[src/rtl/regfile_write_buffer.sv]
// In-order write buffer in front of the single write port of the 16x20 register file.
// Define BYPASS_EN to enable newest-pending-value lookup for the two decode read addresses.
module regfile_write_buffer #(
  parameter int DATA_W = 20,
  parameter int ADDR_W = 4,
  parameter int DEPTH  = 4
) (
  input  logic                       clock,
  input  logic                       reset_n,
  input  logic                       wb_valid,
  output logic                       wb_ready,
  input  logic [ADDR_W-1:0]          wb_reg,
  input  logic [DATA_W-1:0]          wb_data,
  input  logic                       drain_hold,
  output logic [ADDR_W-1:0]          rf_write_reg,
  output logic [DATA_W-1:0]          rf_write_data,
  output logic                       rf_reg_write,
  output logic [$clog2(DEPTH+1)-1:0] count,
  input  logic [ADDR_W-1:0]          rd_addr1,
  input  logic [ADDR_W-1:0]          rd_addr2,
  output logic                       byp_hit1,
  output logic                       byp_hit2,
  output logic [DATA_W-1:0]          byp_data1,
  output logic [DATA_W-1:0]          byp_data2
);

  localparam int CNT_W = $clog2(DEPTH + 1);
  localparam int PTR_W = $clog2(DEPTH);

  typedef struct packed {
    logic [ADDR_W-1:0] reg_idx;
    logic [DATA_W-1:0] data;
  } entry_t;

  entry_t             mem [DEPTH];
  logic [PTR_W-1:0]   wr_ptr;
  logic [PTR_W-1:0]   rd_ptr;
  logic               push;
  logic               pop;

  // Pointers wrap modulo DEPTH, which need not be a power of two.
  function automatic logic [PTR_W-1:0] ptr_inc(input logic [PTR_W-1:0] p);
    return (p == PTR_W'(DEPTH - 1)) ? '0 : p + PTR_W'(1);
  endfunction

  assign wb_ready = (count < CNT_W'(DEPTH));
  assign push     = wb_valid && wb_ready;
  assign pop      = (count != '0) && !drain_hold;

  // NOTE: sequential state uses non-blocking assignments so every flop samples pre-edge values.
  always_ff @(posedge clock or negedge reset_n) begin
    if (!reset_n) begin
      wr_ptr        <= '0;
      rd_ptr        <= '0;
      count         <= '0;
      rf_write_reg  <= '0;
      rf_write_data <= '0;
      rf_reg_write  <= 1'b0;
    end else begin
      if (push) wr_ptr <= ptr_inc(wr_ptr);
      if (pop) begin
        rd_ptr        <= ptr_inc(rd_ptr);
        rf_write_reg  <= mem[rd_ptr].reg_idx;
        rf_write_data <= mem[rd_ptr].data;
        rf_reg_write  <= 1'b1;
      end else begin
        rf_reg_write  <= 1'b0;
      end
      case ({push, pop})
        2'b10:   count <= count + CNT_W'(1);
        2'b01:   count <= count - CNT_W'(1);
        default: count <= count;
      endcase
    end
  end

  // NOTE: storage is not reset; occupancy (count/pointers) alone decides which slots are live.
  always_ff @(posedge clock) begin
    if (push) mem[wr_ptr] <= '{reg_idx: wb_reg, data: wb_data};
  end

`ifdef BYPASS_EN
  // Scan oldest to newest so a newer match overrides an older one; the rf_* stage is lowest priority.
  // NOTE: every output gets a default first so no latch is inferred.
  always_comb begin
    logic [PTR_W-1:0] idx;
    byp_hit1  = 1'b0;
    byp_hit2  = 1'b0;
    byp_data1 = '0;
    byp_data2 = '0;
    idx       = rd_ptr;
    if (rf_reg_write && (rf_write_reg == rd_addr1)) begin
      byp_hit1  = 1'b1;
      byp_data1 = rf_write_data;
    end
    if (rf_reg_write && (rf_write_reg == rd_addr2)) begin
      byp_hit2  = 1'b1;
      byp_data2 = rf_write_data;
    end
    for (int i = 0; i < DEPTH; i++) begin
      if (CNT_W'(i) < count) begin
        if (mem[idx].reg_idx == rd_addr1) begin
          byp_hit1  = 1'b1;
          byp_data1 = mem[idx].data;
        end
        if (mem[idx].reg_idx == rd_addr2) begin
          byp_hit2  = 1'b1;
          byp_data2 = mem[idx].data;
        end
      end
      idx = ptr_inc(idx);
    end
  end
`else
  logic unused_rd_addr;
  assign unused_rd_addr = ^{rd_addr1, rd_addr2};
  assign byp_hit1  = 1'b0;
  assign byp_hit2  = 1'b0;
  assign byp_data1 = '0;
  assign byp_data2 = '0;
`endif

endmodule

[config.mk]
export PLATFORM = sky130hd
export DESIGN_NAME = regfile_write_buffer
export DESIGN_NICKNAME = d
export VERILOG_FILES = /design/src/rtl/regfile_write_buffer.sv
export SDC_FILE = /design/constraint.sdc
export NUM_CORES = 1
export LEC_CHECK = 0
export BUFFER_PORTS_ARGS = -buffer_cell sky130_fd_sc_hd__buf_2
export CORE_MARGIN = 3
export CORE_UTILIZATION = 54
export DETAILED_ROUTE_END_ITERATION = 10
export GPL_TIMING_DRIVEN = 0
export PLACE_DENSITY = 0.86
export RECOVER_POWER = 25
export SLEW_MARGIN = 20
export SYNTH_ARGS = -nofsm -noshare
export SYNTH_HDL_FRONTEND = slang
export SYNTH_SLANG_ARGS = --single-unit
[constraint.sdc]
create_clock -name clock -period 2.6 [get_ports clock]
set_input_delay 0 -clock clock [delete_from_list [all_inputs] [get_ports clock]]
set_output_delay 0 -clock clock [all_outputs]
set_load 0.01 [all_outputs]
=== Word-level counts from Yosys, hierarchy flattened ===
Memories as Yosys holds them, arrays and structs flattened. A register that Yosys moved wholly into a read port is not among the register bits.
Index checks and enable logic that the tools add are counted.

* Register bits: 8
* Memory bits (writable): 96
* Bits of input ports: 36
* Output and inout port bits: 71
* Logic and storage cells: 26
* Memories: 1

{| class="wikitable"
|+ Memory list
! name !! depth !! bits a word !! rd ports !! clocked after Yosys merged registers in !! write ports !! RTL line !! source
|-
| mem || 4 || 24 || 1 || 1 || 1 || 35 || <nowiki>entry_t mem [DEPTH];</nowiki>
|}

* Add/subtract/negate cells: 4
* $lt $le $gt $ge: 1
* Eq/ne operators: 4
* Mux-type cells: 6
* Reductions and logical operators: 6

{| class="wikitable"
|+ Operators with widths
! cell !! count
|-
| $eq 2x2->1 const B || 3
|-
| $pmux 3 s2 || 1
|-
| $add 2x1->2 const B || 2
|-
| $mux 2 || 2
|-
| $add 3x1->3 const B || 1
|-
| $lt 3x3->1 const B || 1
|-
| $mux 1 || 3
|-
| $reduce_bool 3->1 || 1
|-
| $sub 3x1->3 const B || 1
|-
| $eq 2x1->1 const B || 1
|-
| $logic_and 1x1->1 || 2
|-
| $logic_not 1->1 || 2
|-
| $reduce_bool 2->1 || 1
|}

=== Depth between registers and ports, before layout ===
* Depth after elaboration: 4
* Mapped depth: 9
* Mapped depth without buffers: 8

=== Worst setup path after synthesis ===
Ideal clock, no wire load.

* Path type: register -> register
* From: register count[2]
* To: register count[2]
* Arrival: 2.065 ns
* Setup slack: 0.455 ns
* Cell stages (with the launch flop): 10
* Buffers on the path: 1
* Period minus slack after synthesis: 2.145 ns
* Cell sequence: dfrtp_1 > inv_1 > a31oi_4 > buf_4 > ha_1 > inv_1 > fa_1 > xor2_1 > nor2_1 > xnor2_1

* Cells in the longest elaborated chain, start to end: 4
* Elaborated cells between the ends (all ways): 10
* Those cells by class: add/sub: 2; order compare: 1; eq/ne: 2; mux: 1; reduce/logical: 4

{| class="wikitable"
|+ Ends and longest elaborated chain
! item !! RTL line !! source
|-
| start: declaration || 18 || <nowiki>output logic [$clog2(DEPTH+1)-1:0] count,</nowiki>
|-
| start signal: assignment || 70 || <nowiki>2'b10: count <= count + CNT_W'(1);</nowiki>
|-
| start signal: assignment || 71 || <nowiki>2'b01: count <= count - CNT_W'(1);</nowiki>
|-
| start signal: assignment || 72 || <nowiki>default: count <= count;</nowiki>
|-
| $lt 3x3->1 * || 46 || <nowiki>assign wb_ready = (count < CNT_W'(DEPTH));</nowiki>
|-
| via wb_ready || 11 || <nowiki>output logic wb_ready,</nowiki>
|-
| $logic_and 1x1->1 * || 47 || <nowiki>assign push = wb_valid && wb_ready;</nowiki>
|-
| $eq 2x1->1 / $eq 2x2->1 (equally long branches) || 69 || <nowiki>case ({push, pop})</nowiki>
|-
| $pmux 3 s2 / $reduce_bool 2->1 (equally long branches) || -- ||
|}

The timed path passes the listed nets; every way through them passes the cells marked *.
A chain may end at the register's enable or synchronous reset.

=== Final worst setup path ===
* From: register count[2]
* To: register count[2]

* Cells in the longest elaborated chain, start to end: 4
* Elaborated cells between the ends (all ways): 10
* Those cells by class: add/sub: 2; order compare: 1; eq/ne: 2; mux: 1; reduce/logical: 4

{| class="wikitable"
|+ Ends and longest elaborated chain
! item !! RTL line !! source
|-
| $reduce_bool 3->1 * || 48 || <nowiki>assign pop = (count != '0) && !drain_hold;</nowiki>
|-
| $logic_and 1x1->1 * || 48 ||
|-
| via pop || 39 || <nowiki>logic pop;</nowiki>
|-
| $eq 2x1->1 / $eq 2x2->1 (equally long branches) || 69 ||
|-
| $pmux 3 s2 / $reduce_bool 2->1 (equally long branches) || -- ||
|}

Marked as above.

==> out/metrics.csv <==
metric,value,unit
outcome,finished clean,
cp_slowest_cell,fa_1,
final_cell_mix,"96 x edfxtp_1, 44 x buf_4, 42 x conb_1, 40 x buf_2, 32 x dfrtp_1",
synthAdderAreaFrac,1.81,%
synth-seq-cells,128,
post-route-period-util,87.9,%
cp_max_fo,11,
first_pass_iters,4,
root_buffer,clkbuf_8,
post_cts_buffers,0,
rsz0062_at_grt,no,
largest_register_ffs,96,
synth-edff-count,96,
synthCells,261,
path_class,flop to flop,
wl_per_cell,17.6,µm
synthXorXnorAreaFrac,0.501,%
setup_viol,0,
avgSynthCellArea,20.1,µm²
synthMuxAreaShare,17.8,%
vias,2609,
rows,35,
drv_slew,0,
crit_buf_inv,3,
layout_commonest_cell,edfxtp_1,
vias_per_cell,4.79,
grt_use_met1,21.4,%
cts_sinks,128,
grt_pass1_wl,14900,µm
antenna_cells,0,
clk_pin_slew,60,ps
die_h,105,µm
fin_crit,2290,ps
crit_path_cell_trace,inv_1 -> a31oi_4 -> buf_4 -> ha_1 -> inv_1 -> fa_1 -> xor2_1 -> nor2_1 -> xnor2_1,
cts_resized,0,
drc,0,
skew,6.68,ps
grt-busiest-layer,met2,
clock_path_buffers,2,
cts_tree,done,
grt_pass1_vias,2761,
hold_path_class,input port to flop,
grt_overflow,0,
path_delay_family,adder cells,
synth_top_area_share,54.9,%
ant_nets,0,
critPathLaunchType,flop,
maxSlewHeadroom,48.5,%
cap_violations,0,
syn_area,5250,µm²
arrival,2730,ps
max_stage_delay,370,ps
p_leak,2.69,nW
tightest_slew,773,ps
totalWireLength,9610,µm
use_met2,32.6,%
grt_max_degree,33,
ys_warn_count,0,
drive_gt1_share,40.4,%
area_growth,26.7,%
clock.fmax,438,MHz
start_util,56.3,%
design_power_total,7.16,mW
path_common_cell,inv_1,
power.density,1080,nW/µm²
synth_area_leaders,"edfxtp_1 55%, dfrtp_1 15%, mux4_2 7.7%",
synth_cell_type_count,24,
crit_required,3040,ps
die-width,105,µm
dieArea,10900,µm²
cts_hold_buf,26,
grt_usage,18.7,%
routabilityCongestion,0.678,
report.final.hold_viol_count,0,
async_flop_share,25.0,%
yosysTopAreaCell,edfxtp_1,
fin_nets,446,
portBuffers,56,
endpoint_kind,flop,
tns,0,ps
clk_latency,520,ps
first_iter_violations,137,
seq_area_frac_synth,70.2,%
synth_top_family_by_area,multiplexers,
use_met3,5.68,%
peakVddDrop,0.602,mV
synth-compound-area-share,0.596,%
hpwlAfterDp,5690,µm
fp.coreArea,9330,µm²
cts_buffers,17,
ys.flop_type,edfxtp_1,
grt_antenna_before_repair,0,
htreeDepth,4,
io_pins,107,
yosys.area_share.simple,0.954,%
## worst paths after layout
check | startpoint | cells past startpoint | slack, ps | end
hold / removal | wb_valid | 5 | 100 | wr_ptr[1]
min in group asynchronous | reset_n | 2 | 110 | rf_write_data[17]
hold reg to reg | rf_write_data[7] | 1 | 500 | rf_write_data[7]
setup reg to reg | count[2] | 9 | 310 | count[2]
max in group asynchronous | reset_n | 2 | 2000 | rf_write_reg[1]
setup / recovery | count[2] | 9 | 310 | count[2]
## where the power goes
part	internal [mW]	leakage, nW	switching (mW)
clock	1.30	0.269	0.910
sequential	2.69	1.25	0.198
combinational	1.11	1.17	0.949
## cells in the mapped netlist, types with 2 or more instances
cell type,number
buf_4,44
buf_12,2
edfxtp_1,96
inv_1,7
buf_2,2
clkbuf_1,2
ha_1,6
mux2_2,8
mux4_2,18
mux4_1,6
nand2_1,2
and2_1,4
dfrtp_1,32
nor2_1,3
o21ai_0,2
mux2_4,18
xnor2_1,2
## logic make-up after synthesis
family	after synthesis
AND/OR/NAND/NOR	10
multiplexers	51
AO/OA/AOI/OAI	3
XOR/XNOR	3
flip-flops	128
other	1
buffers and inverters	58
adder cells (fa/ha/maj)	7
## worst reg2reg max path, stage by stage (launching register included)
cell and delay, ps:
dfrtp_1 360, inv_1 100, a31oi_4 350, buf_4 320, ha_1 230, inv_1 70, fa_1 370, xor2_1 150
nor2_1 130, xnor2_1 130
## area by class of cell
class / instances / area (µm²)
multi-input cells: 116 / 1300
clock inverters: 14 / 133
well taps: 129 / 161
flip-flops and latches: 128 / 3680
inverters: 7 / 26.3
clock buffers: 18 / 428
plain buffers: 51 / 399
fillers: 576 / 2680
repair buffers: 82 / 518
## routing by layer
metal  up-vias  wire, µm
met2       102      5100
met5         -         0
li1       1199         -
met3        16       585
met4         0       171
met1      1292      3750
## stage by stage
step	worst slack (ps)	util (%)	hold WS (ps)	cell area (µm²)	cells
floorplan	455	-	-296	5400	302
global placement	383	62.7	120	5840	487
detailed placement	324	62.7	130	5850	487
CTS	281	71.5	63.2	6670	545
global route	180	71.3	137	6650	545
finish	314	71.3	102	6650	545
No activity file was read; power rests on OpenSTA's default activity.
